$ cat config.mk
export PLATFORM = sky130hd
export DESIGN_NAME = bus_arbiter
export DESIGN_NICKNAME = d
export VERILOG_FILES = /design/src/rtl/bus_arbiter.sv
export SDC_FILE = /design/constraint.sdc
export NUM_CORES = 1
export LEC_CHECK = 0
export BUFFER_PORTS_ARGS = -buffer_cell sky130_fd_sc_hd__buf_4
export CAP_MARGIN = 10
export CORE_MARGIN = 5
export CORE_UTILIZATION = 40
export CTS_CLUSTER_SIZE = 16
export DETAILED_ROUTE_END_ITERATION = 8
export PLACE_DENSITY = 0.82
export SYNTH_ARGS = -nofsm -noshare
export SYNTH_HDL_FRONTEND = slang
export SYNTH_SLANG_ARGS = --single-unit
$ cat constraint.sdc
create_clock -name i_clk -period 2.3 [get_ports i_clk]
set_input_delay 0.115 -clock i_clk [delete_from_list [all_inputs] [get_ports i_clk]]
set_output_delay 0.115 -clock i_clk [all_outputs]
set_load 0.005 [all_outputs]
$ cat src/rtl/bus_arbiter.sv
// N-master, single-slave bus arbiter. Registered one-hot grant, fixed-priority or
// round-robin selection, lock with a burst limit, and an ack timeout with error return.
module bus_arbiter #(
  parameter int unsigned NUM_MASTERS = 3,
  parameter int unsigned DW          = 8,
  parameter int unsigned AW          = 16,
  parameter int unsigned RR_MODE     = 0,
  parameter int unsigned MAX_BURST   = 4,
  parameter int unsigned TIMEOUT     = 15
) (
  input  logic                      i_clk,
  input  logic                      i_reset_n,
  input  logic [NUM_MASTERS-1:0]    i_req,
  input  logic [NUM_MASTERS-1:0]    i_lock,
  input  logic [NUM_MASTERS*AW-1:0] i_m_addr,
  input  logic [NUM_MASTERS*DW-1:0] i_m_dat,
  input  logic [NUM_MASTERS-1:0]    i_m_we,
  output logic [DW-1:0]             o_m_dat,
  output logic [NUM_MASTERS-1:0]    o_m_ack,
  output logic [NUM_MASTERS-1:0]    o_m_err,
  output logic [NUM_MASTERS-1:0]    o_grant,
  output logic [AW-1:0]             o_addr,
  output logic [DW-1:0]             o_dat,
  output logic                      o_we,
  output logic                      o_cs,
  input  logic [DW-1:0]             i_dat,
  input  logic                      i_ack
);

  localparam int unsigned N  = NUM_MASTERS;
  localparam int unsigned IW = (N > 1) ? $clog2(N) : 1;
  localparam int unsigned CW = 8;

  typedef enum logic {IDLE, BUSY} state_e;

  state_e        state_q, state_d;
  logic [N-1:0]  grant_q, grant_d;
  logic [IW-1:0] gidx_q, gidx_d;
  logic [IW-1:0] ptr_q, ptr_d;
  logic [CW-1:0] burst_q, burst_d;
  logic [CW-1:0] tmo_q, tmo_d;

  logic          busy, cs, ack, err, locked, limit, do_arb;
  logic [N-1:0]  arb_req;
  logic [IW-1:0] win_idx;
  logic          win_vld;
  int unsigned   k;

  // Slave-side view of the granted master
  assign busy    = (state_q == BUSY);
  assign cs      = busy & i_req[gidx_q];
  assign ack     = cs & i_ack;
  assign err     = cs & ~i_ack & (tmo_q == CW'(TIMEOUT));

  assign o_cs    = cs;
  assign o_we    = cs & i_m_we[gidx_q];
  assign o_addr  = busy ? i_m_addr[gidx_q*AW +: AW] : '0;
  assign o_dat   = busy ? i_m_dat[gidx_q*DW +: DW] : '0;
  assign o_m_dat = i_dat;
  assign o_m_ack = ack ? grant_q : '0;
  assign o_m_err = err ? grant_q : '0;
  assign o_grant = grant_q;

  // Winner selection; a locked master at its burst limit steps aside if anyone else waits
  always_comb begin
    locked  = busy & i_lock[gidx_q] & i_req[gidx_q];
    limit   = (burst_q >= CW'(MAX_BURST - 1));
    arb_req = i_req;
    if (locked && limit && ((i_req & ~grant_q) != '0)) begin
      arb_req = i_req & ~grant_q;
    end
    win_vld = 1'b0;
    win_idx = '0;
    k       = 0;
    for (int unsigned i = 0; i < N; i++) begin
      k = (RR_MODE != 0) ? ((32'(ptr_q) + i) % N) : i;
      if (!win_vld && arb_req[IW'(k)]) begin
        win_vld = 1'b1;
        win_idx = IW'(k);
      end
    end
  end

  // Next-state logic
  always_comb begin
    state_d = state_q;
    grant_d = grant_q;
    gidx_d  = gidx_q;
    ptr_d   = ptr_q;
    burst_d = burst_q;
    tmo_d   = tmo_q;
    do_arb  = 1'b0;
    case (state_q)
      IDLE: do_arb = 1'b1;
      BUSY: begin
        if (!cs) begin
          do_arb = 1'b1;
        end else if (ack || err) begin
          if (locked && !limit) begin
            burst_d = burst_q + CW'(1);
            tmo_d   = '0;
          end else begin
            do_arb = 1'b1;
          end
        end else begin
          tmo_d = tmo_q + CW'(1);
        end
      end
      default: do_arb = 1'b1;
    endcase
    if (do_arb) begin
      burst_d = '0;
      tmo_d   = '0;
      if (win_vld) begin
        state_d = BUSY;
        gidx_d  = win_idx;
        grant_d = N'(1) << win_idx;
        ptr_d   = (win_idx == IW'(N - 1)) ? '0 : (win_idx + IW'(1));
      end else begin
        state_d = IDLE;
        grant_d = '0;
      end
    end
  end

  always_ff @(posedge i_clk) begin
    if (!i_reset_n) begin
      state_q <= IDLE;
      grant_q <= '0;
      gidx_q  <= '0;
      ptr_q   <= '0;
      burst_q <= '0;
      tmo_q   <= '0;
    end else begin
      state_q <= state_d;
      grant_q <= grant_d;
      gidx_q  <= gidx_d;
      ptr_q   <= ptr_d;
      burst_q <= burst_d;
      tmo_q   <= tmo_d;
    end
  end

endmodule

* After elaboration in Yosys (flattened, before gate mapping) *
Index checks and enable logic that the tools add are counted.

operators by class
  add/subtract/negate cells = 2
  magnitude comparators = 2
  equality and inequality tests = 2
  shift-type cells = 3
  muxes and demuxes = 24
  bitwise operators = 12
  reductions and logical operators = 14

operators with widths
  cell                                                               count
  indexed part select 48 x 7 -> 16 bit                               1
  2-to-1 mux 8 bit                                                   3
  indexed part select 24 x 6 -> 8 bit                                1
  adder 8 x 1 -> 8 bit, second input constant                        2
  2-to-1 mux 16 bit                                                  1
  2-to-1 mux 3 bit                                                   4
  2-to-1 mux 1 bit                                                   11
  equality test 8 x 4 -> 1 bit, second input constant                1
  greater-or-equal comparator 8 x 2 -> 1 bit, second input constant  1
  AND 1 bit                                                          7
  binary-select mux 1 bit (select 2 bit)                             3
  logical AND 1 bit                                                  5
  AND reduction 4 bit                                                1
  AND 3 bit                                                          1
  logical NOT 1 bit                                                  3
  < comparator 2 x 3 -> 1 bit, second input constant                 1
  NOT 1 bit                                                          3
  NOT 3 bit                                                          1
  AND reduction 3 bit                                                1
  nonzero test 3 bit                                                 1
  left shift 1 x 2 -> 3 bit, first input constant                    1
  2-to-1 mux 2 bit                                                   1
  inequality test 2 x 1 -> 1 bit, second input constant              1
  one-hot mux 1 bit (2 select lines)                                 1
  other kinds (3)                                                    3

storage, ports and cells
  register bits = 22
  input bits = 92

* Depth between registers and ports, before layout *
  depth after elaboration = 16
  mapped depth = 8

* Worst setup path after synthesis *
Ideal clock, no wire load.

  path kind = reg-to-reg
  from = reg gidx_q[1]
  to = reg gidx_q[1]
  setup time = 70 ps
  arrival = 1,794 ps
  data required time = 2,230 ps
  slack = 436 ps
  stages on the path, launching flop included = 8
  buffers on the path = 1
  cells stage by stage = dfxtp_1 nor2b_1 clkbuf_1 o2bb2ai_2 nand3_2 o31a_1 or4b_1 a21oi_1

between the ends
  word-level cells in the longest chain between the ends = 15

RTL lines
  what                                    RTL line  source
  from (decl)                             38        logic [IW-1:0] gidx_q, gidx_d;
  from (signal assigned)                  137       gidx_q <= gidx_d;
  binary-select mux 1 bit (select 2 bit)  66        locked = busy & i_lock[gidx_q] & i_req[gidx_q];
  2-to-1 mux 1 bit (implied by the code)  66
  AND 1 bit (2 in a row)                  66
  logical AND 1 bit (2 in a row)          69        if (locked && limit && ((i_req & ~grant_q) != '0)) begin
  2-to-1 mux 3 bit                        69
  2-to-1 mux 1 bit                        77        if (!win_vld && arb_req[IW'(k)]) begin
  logical NOT 1 bit                       77
  logical AND 1 bit                       77
  2-to-1 mux 1 bit                        77
  logical NOT 1 bit                       77
  logical AND 1 bit                       77
  2-to-1 mux 1 bit                        77
  AND reduction 2 bit (no source line)    -

Several ways; a longest one is shown, not always the timed one. The select of a mux whose other input is x is not followed.
A chain may end at the register's enable or synchronous reset.

* Final worst setup path *
  from = reg tmo_q[0]
  to = reg grant_q[2] (netlist: o_grant[2])

between the ends
  word-level cells in the longest chain between the ends = 6

RTL lines
  what                                RTL line  source
  from (decl)                         41        logic [CW-1:0] tmo_q, tmo_d;
  from (signal assigned)              140       tmo_q <= tmo_d;
  equality test 8 x 4 -> 1 bit        53        assign err = cs & ~i_ack & (tmo_q == CW'(TIMEOUT));
  AND 1 bit                           53
  logical OR 1 bit                    98        end else if (ack || err) begin
  2-to-1 mux 1 bit                    98
  2-to-1 mux 1 bit                    96        if (!cs) begin
  one-hot mux 1 bit (2 select lines)  93        case (state_q)
  to (signal assigned)                136       grant_q <= grant_d;
  to (decl)                           37        logic [N-1:0] grant_q, grant_d;

Every way passes these cells.

==> qor.csv <==
stage;metric;value;unit
die;start_util;41.8;%
synthesis;yosysTopAreaCell;dfxtp_1;
setup_path;crit_slowest_cell;or4b_1;
setup_path;worstPathMaxFanout;4;
die;fp.dieH;75.1;um
setup_path;r2r_setup_slack;280;ps
cells_and_area;regArea;442;um2
cells_and_area;fillers;385;
sta;layout_setup_ws;276;ps
setup_path;crit_top_cell;a21oi_1;
setup_path;critPathRequiredTime;2490;ps
setup_path;crit_type;reg2reg;
cells_and_area;final_area;2620;um2
clock_network;cts_max_path_buffers;2;
placed_design;placed_area;2580;um2
setup_path;arrival;2210;ps
synthesis;synth-edff-count;0;
grt;grt_usage;19.2;%
sta;clock-skew-final;1.42;ps
synthesis;synth.distinct_cells;32;
power;power_density;359;nW/um2
clock_network;clk_pin_slew;70;ps
grt;overflow;0;
route;via_per_inst;5.11;
route;postRouteAntennaNets;0;
synthesis;synth_nets;322;
cells_and_area;finalCoreUtilization;64.6;%
sta;tightest_slew;438;ps
clock_network;ctsResizeCount;0;
sta;rsz0062_at_grt;false;
clock_network;clock-sinks;22;
die;die_w;75.1;um
synthesis;synth_top_area_share;26.0;%
setup_path;start_kind;register;
job;cap_violations;0;
route;avgRoutedWirePerCell;15.5;um
run_status;outcome;completed;
clock_network;cts_setup_buffers;0;
setup_path;setup.worst_path.end_class;register;
grt;met1_usage;21.6;%
route;drc;0;
grt;antenna_found_initial;0;
synthesis;syn_area;1700;um2
synthesis;yosys_warnings;0;
sta;timing.fmax;494;MHz
cells_and_area;syn2layout_area_growth;54.6;%
clock_network;clk_latency;250;ps
die;core_area;4060;um2
power;power.leakage;0.00119;uW
sta;maxSlewViolCount;0;
sta;slew_headroom;70.8;%
grt;grt_pass1_wl;8560;um
sta;finalHoldViolCount;0;
sta;tns;0;ps
clock_network;tritoncts;yes;
synthesis;synth_area_leaders;dfxtp_1, mux2i_1, and2_1;
grt;grt-busiest-layer;met2;
grt;grt_pass1_vias;1875;
route;drt-initial-drc-count;72;
clock_network;htree_levels;1;
clock_network;cts_root_buffer;clkbuf_8;
sta;layout_min_cycle_time;2020;ps
placed_design;portBuffers;118;
die;dieArea;5640;um2
synthesis;ys_ff_latch;22;
grt;grt_max_degree;26;
die;rows;23;
power;peakVddDrop;0.341;mV
placed_design;dp_slack;329;ps
cells_and_area;drive_above_1_share;39.1;%
die;io_pins;135;
clock_network;ctsHoldBuffers;0;
placed_design;gp_congestion;0.893;
setup_path;crit_chain;ha_1, and3_1, a21oi_1, a31oi_1, nor2_1, or4b_1, a21oi_1;
grt;gr-usage-met3;4.14;%
grt;use_met2;35.6;%
placed_design;hpwl;4890;um
cells_and_area;nets;431;
sta;final_min_period_over_clock_period;88.0;%
hold_path;hp-class;in2reg;
synthesis;ys_seq_area_share;26.0;%
synthesis;syn_avg_cell_area;7.44;um2
route;dr.pass1.iters;4;
route;finalWirelength;5990;um
setup_path;critical_path.max_stage_delay;550;ps
synthesis;synth_top_flop_cell;dfxtp_1;
synthesis;synthArstFlopShare;0;%
sta;setup_viol;0;
cells_and_area;multi_input_area;1120;um2
route;routed-via-count;1967;
synthesis;netlist_instances;228;
cells_and_area;antenna_cells;0;
clock_network;cts_buffers;3;
[layout make-up]
cell class	count	area share, %
clock buffer	3	1.57
inverter	6	0.859
multi-input combinational	180	42.8
timing repair buffer	124	35.5
tap	50	2.39
sequential	22	16.8
[synth_stat cells (3+ instances only)]
cell type and count:
nand2_1 32, o21ai_0 29, mux2i_1 28, and2_1 24, dfxtp_1 22, nor2_1 16
and3_1 10, clkbuf_1 9, buf_4 8, inv_1 6, nor4_1 6, a21oi_1 5
xnor2_1 5, nand3_1 3, nor2b_1 3
[final timing paths]
kind	start	endpoint	depth (start not counted)
max reg2reg	tmo_q[0]	o_grant[2]	7
max	tmo_q[0]	o_grant[2]	7
min	i_req[2]	busy	3
min reg2reg	tmo_q[0]	tmo_q[0]	1
[per-layer routing]
layer  vias to the layer above  share of wire, %
met1                       888                37
met2                        79                51
li1                        989                 -
met5                         -                 0
met4                         0               2.1
met3                        11                10
[logic make-up (layout without fill, tap and decap cells)]
| logic type | Yosys count | after routing | synth area share [%] |
|---|---|---|---|
| AOI/OAI and AO/OA | 41 | 41 | 13.6 |
| xor gates and xnor gates | 7 | 7 | 3.61 |
| adders and majority gates | 2 | 2 | 1.47 |
| buffers and inverters | 26 | 133 | 7.96 |
| DFF | 22 | 22 | 26.0 |
| muxes | 28 | 28 | 16.5 |
| and+or+nand+nor | 102 | 102 | 30.9 |
[state kept, by name, summed over array words and instances (netlist names)]
name	flops
tmo_q	8
o_grant	3
burst_q	8
gidx_q	2
busy	1
[critical path: cells and delay by family, from the launching register on]
kind                     cells  cell delay [ps]
adder cells (fa/ha/maj)      1              190
AO/OA/AOI/OAI                3              520
flip-flops                   1              360
AND/OR/NAND/NOR              3              890
[cell usage in the layout (no fill, tap or decap), drive strengths merged]
cell type,n
buf,124
o31a,1
o31ai,1
or3,1
inv,6
mux2i,28
xor2,2
nor2b,3
a211oi,1
ha,2
and2,24
nor3,2
xnor2,5
nand3b,2
dfxtp,22
nor2,16
clkbuf,3
o22ai,1
nor4,6
nand2,32
nor4b,1
a22o,1
o2bb2ai,1
a31oi,1
a21oi,5
and3,10
nand3,4
or4b,1
o21ai,29
[report_power, final]
part	total, uW	internal (uW)	switching, uW
combinational	323	198	125
sequential	394	387	6.53
clock	225	117	109
[metrics by stage]
| stage | instances | total power, uW | hold WS [ps] |
|---|---|---|---|
| CTS | 385 | 951 | 132 |
| finish | 385 | 942 | 130 |
| floorplan | 228 | 539 | 250 |
| detailed placement | 382 | 727 | 230 |
| global placement | 382 | 719 | 230 |
| global route | 385 | 1000 | 144 |
Power figures use the tool's default switching activity.
